===== src/rtl/scanning_channel_mux.sv =====
// Registered N-channel, W-bit multiplexer with manual select and auto-scan modes.
// Scan mode steps through the enabled channels, spending DWELL cycles on each, and pulses wrap when the index wraps.
module scanning_channel_mux #(
  parameter int WIDTH    = 4,
  parameter int CHANNELS = 8,
  parameter int SEL_W    = $clog2(CHANNELS),
  parameter int DWELL    = 4
) (
  input  logic                      clk,
  input  logic                      rst_n,
  input  logic [CHANNELS*WIDTH-1:0] din,
  input  logic [SEL_W-1:0]          sel,
  input  logic                      mode,
  input  logic [CHANNELS-1:0]       en_mask,
  input  logic                      hold,
  output logic [WIDTH-1:0]          y,
  output logic [SEL_W-1:0]          ch,
  output logic                      valid,
  output logic                      wrap
);

  localparam int CNT_W = (DWELL > 1) ? $clog2(DWELL) : 1;
  localparam logic [CNT_W-1:0] CNT_LAST = CNT_W'(DWELL - 1);

  typedef enum logic [1:0] {
    MANUAL = 2'd0,
    SCAN   = 2'd1,
    STALL  = 2'd2
  } state_e;

  state_e           state_q, state_d;
  logic [CNT_W-1:0] cnt_q, cnt_d;
  logic [SEL_W-1:0] ch_q, ch_d;
  logic [WIDTH-1:0] y_q, y_d;
  logic             valid_q, valid_d;
  logic             wrap_q, wrap_d;
  logic             adv;
  logic [SEL_W-1:0] nxt;

  // Lowest enabled index strictly above 'from'; if none, the lowest enabled index overall.
  function automatic logic [SEL_W-1:0] next_en(input logic [SEL_W-1:0] from,
                                               input logic [CHANNELS-1:0] mask);
    logic             found_hi, found_lo;
    logic [SEL_W-1:0] hi, lo;
    found_hi = 1'b0;
    found_lo = 1'b0;
    hi       = '0;
    lo       = '0;
    for (int k = 0; k < CHANNELS; k++) begin
      if (mask[k] && !found_lo) begin
        lo       = SEL_W'(k);
        found_lo = 1'b1;
      end
      if (mask[k] && !found_hi && (SEL_W'(k) > from)) begin
        hi       = SEL_W'(k);
        found_hi = 1'b1;
      end
    end
    return found_hi ? hi : lo;
  endfunction

  function automatic logic is_enabled(input logic [SEL_W-1:0] idx,
                                      input logic [CHANNELS-1:0] mask);
    logic r;
    r = 1'b0;
    for (int k = 0; k < CHANNELS; k++)
      if (idx == SEL_W'(k)) r = mask[k];
    return r;
  endfunction

  function automatic logic [WIDTH-1:0] slice(input logic [CHANNELS*WIDTH-1:0] data,
                                             input logic [SEL_W-1:0] idx);
    logic [WIDTH-1:0] r;
    r = '0;
    for (int k = 0; k < CHANNELS; k++)
      if (idx == SEL_W'(k)) r = data[k*WIDTH +: WIDTH];
    return r;
  endfunction

  // NOTE: every signal written here gets a default first, so no path leaves it unassigned and no latch is inferred.
  always_comb begin
    state_d = state_q;
    cnt_d   = cnt_q;
    ch_d    = ch_q;
    y_d     = y_q;
    valid_d = valid_q;
    wrap_d  = 1'b0;
    adv     = 1'b0;
    nxt     = ch_q;

    if (!hold) begin
      cnt_d = '0;
      if (!mode) begin
        state_d = MANUAL;
        nxt     = sel;
      end else if (en_mask == '0) begin
        state_d = STALL;
      end else begin
        state_d = SCAN;
        case (state_q)
          SCAN: begin
            if (!is_enabled(ch_q, en_mask) || (cnt_q == CNT_LAST)) adv = 1'b1;
            else cnt_d = cnt_q + 1'b1;
          end
          STALL:   adv = 1'b1;
          // Entering from MANUAL: stay on the current channel if it is enabled.
          default: adv = !is_enabled(ch_q, en_mask);
        endcase
        if (adv) nxt = next_en(ch_q, en_mask);
      end

      ch_d    = nxt;
      wrap_d  = adv && (nxt <= ch_q);
      valid_d = (state_d != STALL) && (int'(nxt) < CHANNELS);
      y_d     = valid_d ? slice(din, nxt) : '0;
    end
  end

  // NOTE: sequential state uses non-blocking assignments so all registers update together from pre-edge values.
  always_ff @(posedge clk or negedge rst_n) begin
    if (!rst_n) begin
      state_q <= MANUAL;
      cnt_q   <= '0;
      ch_q    <= '0;
      y_q     <= '0;
      valid_q <= 1'b0;
      wrap_q  <= 1'b0;
    end else begin
      state_q <= state_d;
      cnt_q   <= cnt_d;
      ch_q    <= ch_d;
      y_q     <= y_d;
      valid_q <= valid_d;
      wrap_q  <= wrap_d;
    end
  end

  assign y     = y_q;
  assign ch    = ch_q;
  assign valid = valid_q;
  assign wrap  = wrap_q;

endmodule


===== config.mk =====
export PLATFORM = sky130hd
export DESIGN_NAME = scanning_channel_mux
export DESIGN_NICKNAME = d
export VERILOG_FILES = /design/src/rtl/scanning_channel_mux.sv
export SDC_FILE = /design/constraint.sdc
export NUM_CORES = 1
export LEC_CHECK = 0
export ABC_AREA = 1
export BUFFER_PORTS_ARGS = -buffer_cell sky130_fd_sc_hd__buf_4
export CAP_MARGIN = 0
export CORE_UTILIZATION = 49
export DETAILED_ROUTE_END_ITERATION = 10
export PLACE_DENSITY_LB_ADDON = 0.15
export SYNTH_ARGS = -nofsm -noshare
export SYNTH_HDL_FRONTEND = slang
export SYNTH_SLANG_ARGS = --single-unit

===== constraint.sdc =====
create_clock -name clk -period 2.8 [get_ports clk]
set_input_delay 0.28 -clock clk [delete_from_list [all_inputs] [get_ports clk]]
set_output_delay 0.28 -clock clk [all_outputs]
set_load 0.01 [all_outputs]

==> flow_summary.ini <==
[outcome]
status = complete, no violations

[clock_network]
clkSlewWorstSetupHoldPaths_ns = 0.08
numCtsBuffers = 3
ctsRootBufferMaster = sky130_fd_sc_hd__clkbuf_4
cts_max_level = 1
clock_latency_on_the_worst_skew_pair_ns = 0.27
clk_path_buf_depth = 2
numClockSinks = 13
tritoncts_clock_tree = done

[sta]
clock-skew-final_ns = 0.00133
highest_attainable_clock_frequency_ghz = 0.388
min_period_over_period_pct = 92.1
layout_setup_ws_ns = 0.221
timing_worst_slew_pin_value_ns = 0.456
timing.final.max_slew_violations = 0
setup_violations = 0
number_of_hold_slack_violations_in_the_final_timing_report = 0
max-slew-margin-rel_pct = 69.4
period_minus_slack_ns = 2.58
totalNegativeSetupSlack_ns = 0
grt_setup_unrepaired = false

[place]
dp_slack_ns = 0.121
quantity_of_i_o_buffers_inserted_on_ports = 55
standard_cell_area_after_detailed_placement_mm2 = 0.00189
hpwlAfterDp_um = 2960
placer_congestion_estimate = 0.893

[synth]
synth_warnings = 0
synth_fp_nets = 290
proportion_of_netlist_area_held_by_the_largest_area_contributor_pct = 22.2
synth-seq-area-share_pct = 22.2
synthDominantAreaCellType = sky130_fd_sc_hd__dfrtp_1
synth_flop_cell = sky130_fd_sc_hd__dfrtp_1
synth.lib_cells_used.distinct = 32
post_synth_inst_count = 237
synth_area_per_cell_um2 = 6.17
synth.area.top_cells = sky130_fd_sc_hd__dfrtp_1, sky130_fd_sc_hd__nand2_1, sky130_fd_sc_hd__inv_1
synth_edf_count = 0
synth_area_mm2 = 0.00146
asyncSetResetFlopFracSynth_pct = 100
postSynthRegisterBits = 13

[drt]
drtAntennaViolNets = 0
drtPass1Iterations = 4
totalWireLength_um = 3790
detail_route.vias_per_cell = 5.03
routed_len_inst_um = 11.6
via_count = 1646
routed-wl-met3_um = 165
wl_met1_um = 1880
highest_layer = met4
dr.first_iter.drc_count = 88
drc = 0
met2WireLength_um = 1730

[floorplan]
core_mm2 = 0.00278
rows = 19
height_of_the_die_um = 56.6
floorplan.die_area_mm2 = 0.00321
start_util_pct = 52.6
die_x_um = 56.6
top_level_ports = 56

[worst_setup_path]
critPathLaunchType = register
critical_path.endpoint_type = register
critical_path_startpoint = ch[0]
timing.critical_path.slowest_cell_delay_ns = 0.50
timing.critical_path.slowest_stage_cell = sky130_fd_sc_hd__dfrtp_2
crit_fanout = 10
reg2reg_from = ch[0]
worstPathCellList = inv_2 -> nand2_1 -> nand3_1 -> nand3_1 -> nand3_1 -> nand2_1 -> nand2_1 -> nand2_2 -> nand2_1 -> nand2_1 -> o21ai_4 -> ha_1 -> a21oi_1 -> a32oi_1 -> nor4_2
worstPathArrival_ns = 2.75
required_ns = 2.97
timing.critical_path.mode_cell = sky130_fd_sc_hd__nand2_1
timing_worst_setup_path_type = register to register

[global_route]
grt_use_total_pct = 24.2
initial_antenna_violation_count = 0
globalRouteOverflowTotal = 0
grt_start_max_net_pins = 14
grt_pass1_vias = 1469
grt_pass1_wl_um = 6350

[finish]
post_synthesis_to_final_layout_area_growth_pct = 33.4
finish.net_count = 350
post-route-cell-area_mm2 = 0.00195
diodes = 0
post_route_cells_drive_above_1_share_pct = 31.4
layout.cells.most_common_list = sky130_fd_sc_hd__nand2_1, sky130_fd_sc_hd__buf_4, sky130_fd_sc_hd__inv_1, sky130_fd_sc_hd__nor2_1, sky130_fd_sc_hd__nand3_1
mostFrequentLayoutCell = sky130_fd_sc_hd__nand2_1

[job]
cap_violations = 0

[hold_path]
hold_path_class = input pin to register
worstHoldStart = hold

[power]
power.leakage_nw = 1.05
total_power_mw = 0.997
vdd_ir_drop_max_mv = 0.464
power-per-cell-area_mw_per_mm2 = 511
-- registers in the layout (all words and copies together) (netlist names) --
register and count:
ch 3, cnt_q 2, y 4, wrap 1, state_q 2, valid 1
-- routing by layer --
| metal | vias up | track usage, % |
|---|---|---|
| met5 | - | 0 |
| li1 | 877 | - |
| met1 | 719 | 35.0 |
| met4 | 0 | 4.18 |
| met3 | 2 | 1.15 |
| met2 | 48 | 40.5 |
-- where the power goes --
part	total (mW)	switching [mW]	leakage (nW)	internal [mW]
registers	0.271	0.0441	0.162	0.227
clock network	0.113	0.0582	0.0150	0.0551
logic	0.613	0.360	0.877	0.253
total	0.997	0.462	1.05	0.535
-- repair_timing --
item,4_1_cts,5_1_grt
hold buffers,1,0
gates resized for setup,0,2
setup endpoints to repair,0,5
hold endpoints to repair,13,0
buffers inserted,0,2
-- cell families after synthesis --
family          count (synthesis)  share of synthesized area [%]
simple gates                  151                           49.3
fa+ha+maj                       6                           5.13
compound gates                 28                           12.6
flops                          13                           22.2
buf+inv                        39                           10.8
-- area by class of cell --
cell class,instances,area (um2)
multi-input combinational,185,986
fill,278,831
timing repair buffer,58,438
sequential,13,327
inverter,36,135
tap,31,38.8
clock buffer,4,26.3
-- worst paths after layout --
kind	end	slack (ns)	cells past startpoint
max in group asynchronous	ch[0]	2.25	2
min	wrap	0.30	2
max	wrap	0.22	15
min reg2reg	y[2]	0.48	2
max reg2reg	wrap	0.22	15
min in group asynchronous	y[0]	0.38	2
-- cell usage after synthesis, types with 5 or more instances --
cell                      instances
sky130_fd_sc_hd__nor2_1          29
sky130_fd_sc_hd__nand4_1          5
sky130_fd_sc_hd__nor2_2           5
sky130_fd_sc_hd__o21ai_0          7
sky130_fd_sc_hd__inv_1           29
sky130_fd_sc_hd__ha_1             6
sky130_fd_sc_hd__nand3_1         17
sky130_fd_sc_hd__dfrtp_1         13
sky130_fd_sc_hd__nand2_1         73
sky130_fd_sc_hd__inv_2            7
sky130_fd_sc_hd__a21oi_1         11
-- worst max-delay path, delay by kind of cell, from the launching register on --
kind	cells	cell delay, ns
AND/OR/NAND/NOR	10	1.07
flip-flops	1	0.50
AO/OA/AOI/OAI	3	0.46
adder cells (fa/ha/maj)	1	0.29
buffers and inverters	1	0.16
-- stage by stage --
| step | utilization, % | std cells | hold slack (ns) |
|---|---|---|---|
| floorplan | - | 237 | -0.0156 |
| global placement | 68.0 | 320 | 0.130 |
| detailed placement | 68.0 | 320 | 0.128 |
| CTS | 69.3 | 325 | 0.296 |
| global route | 70.1 | 327 | 0.305 |
| finish | 70.1 | 327 | 0.302 |
(Power assumes the default switching activity.)
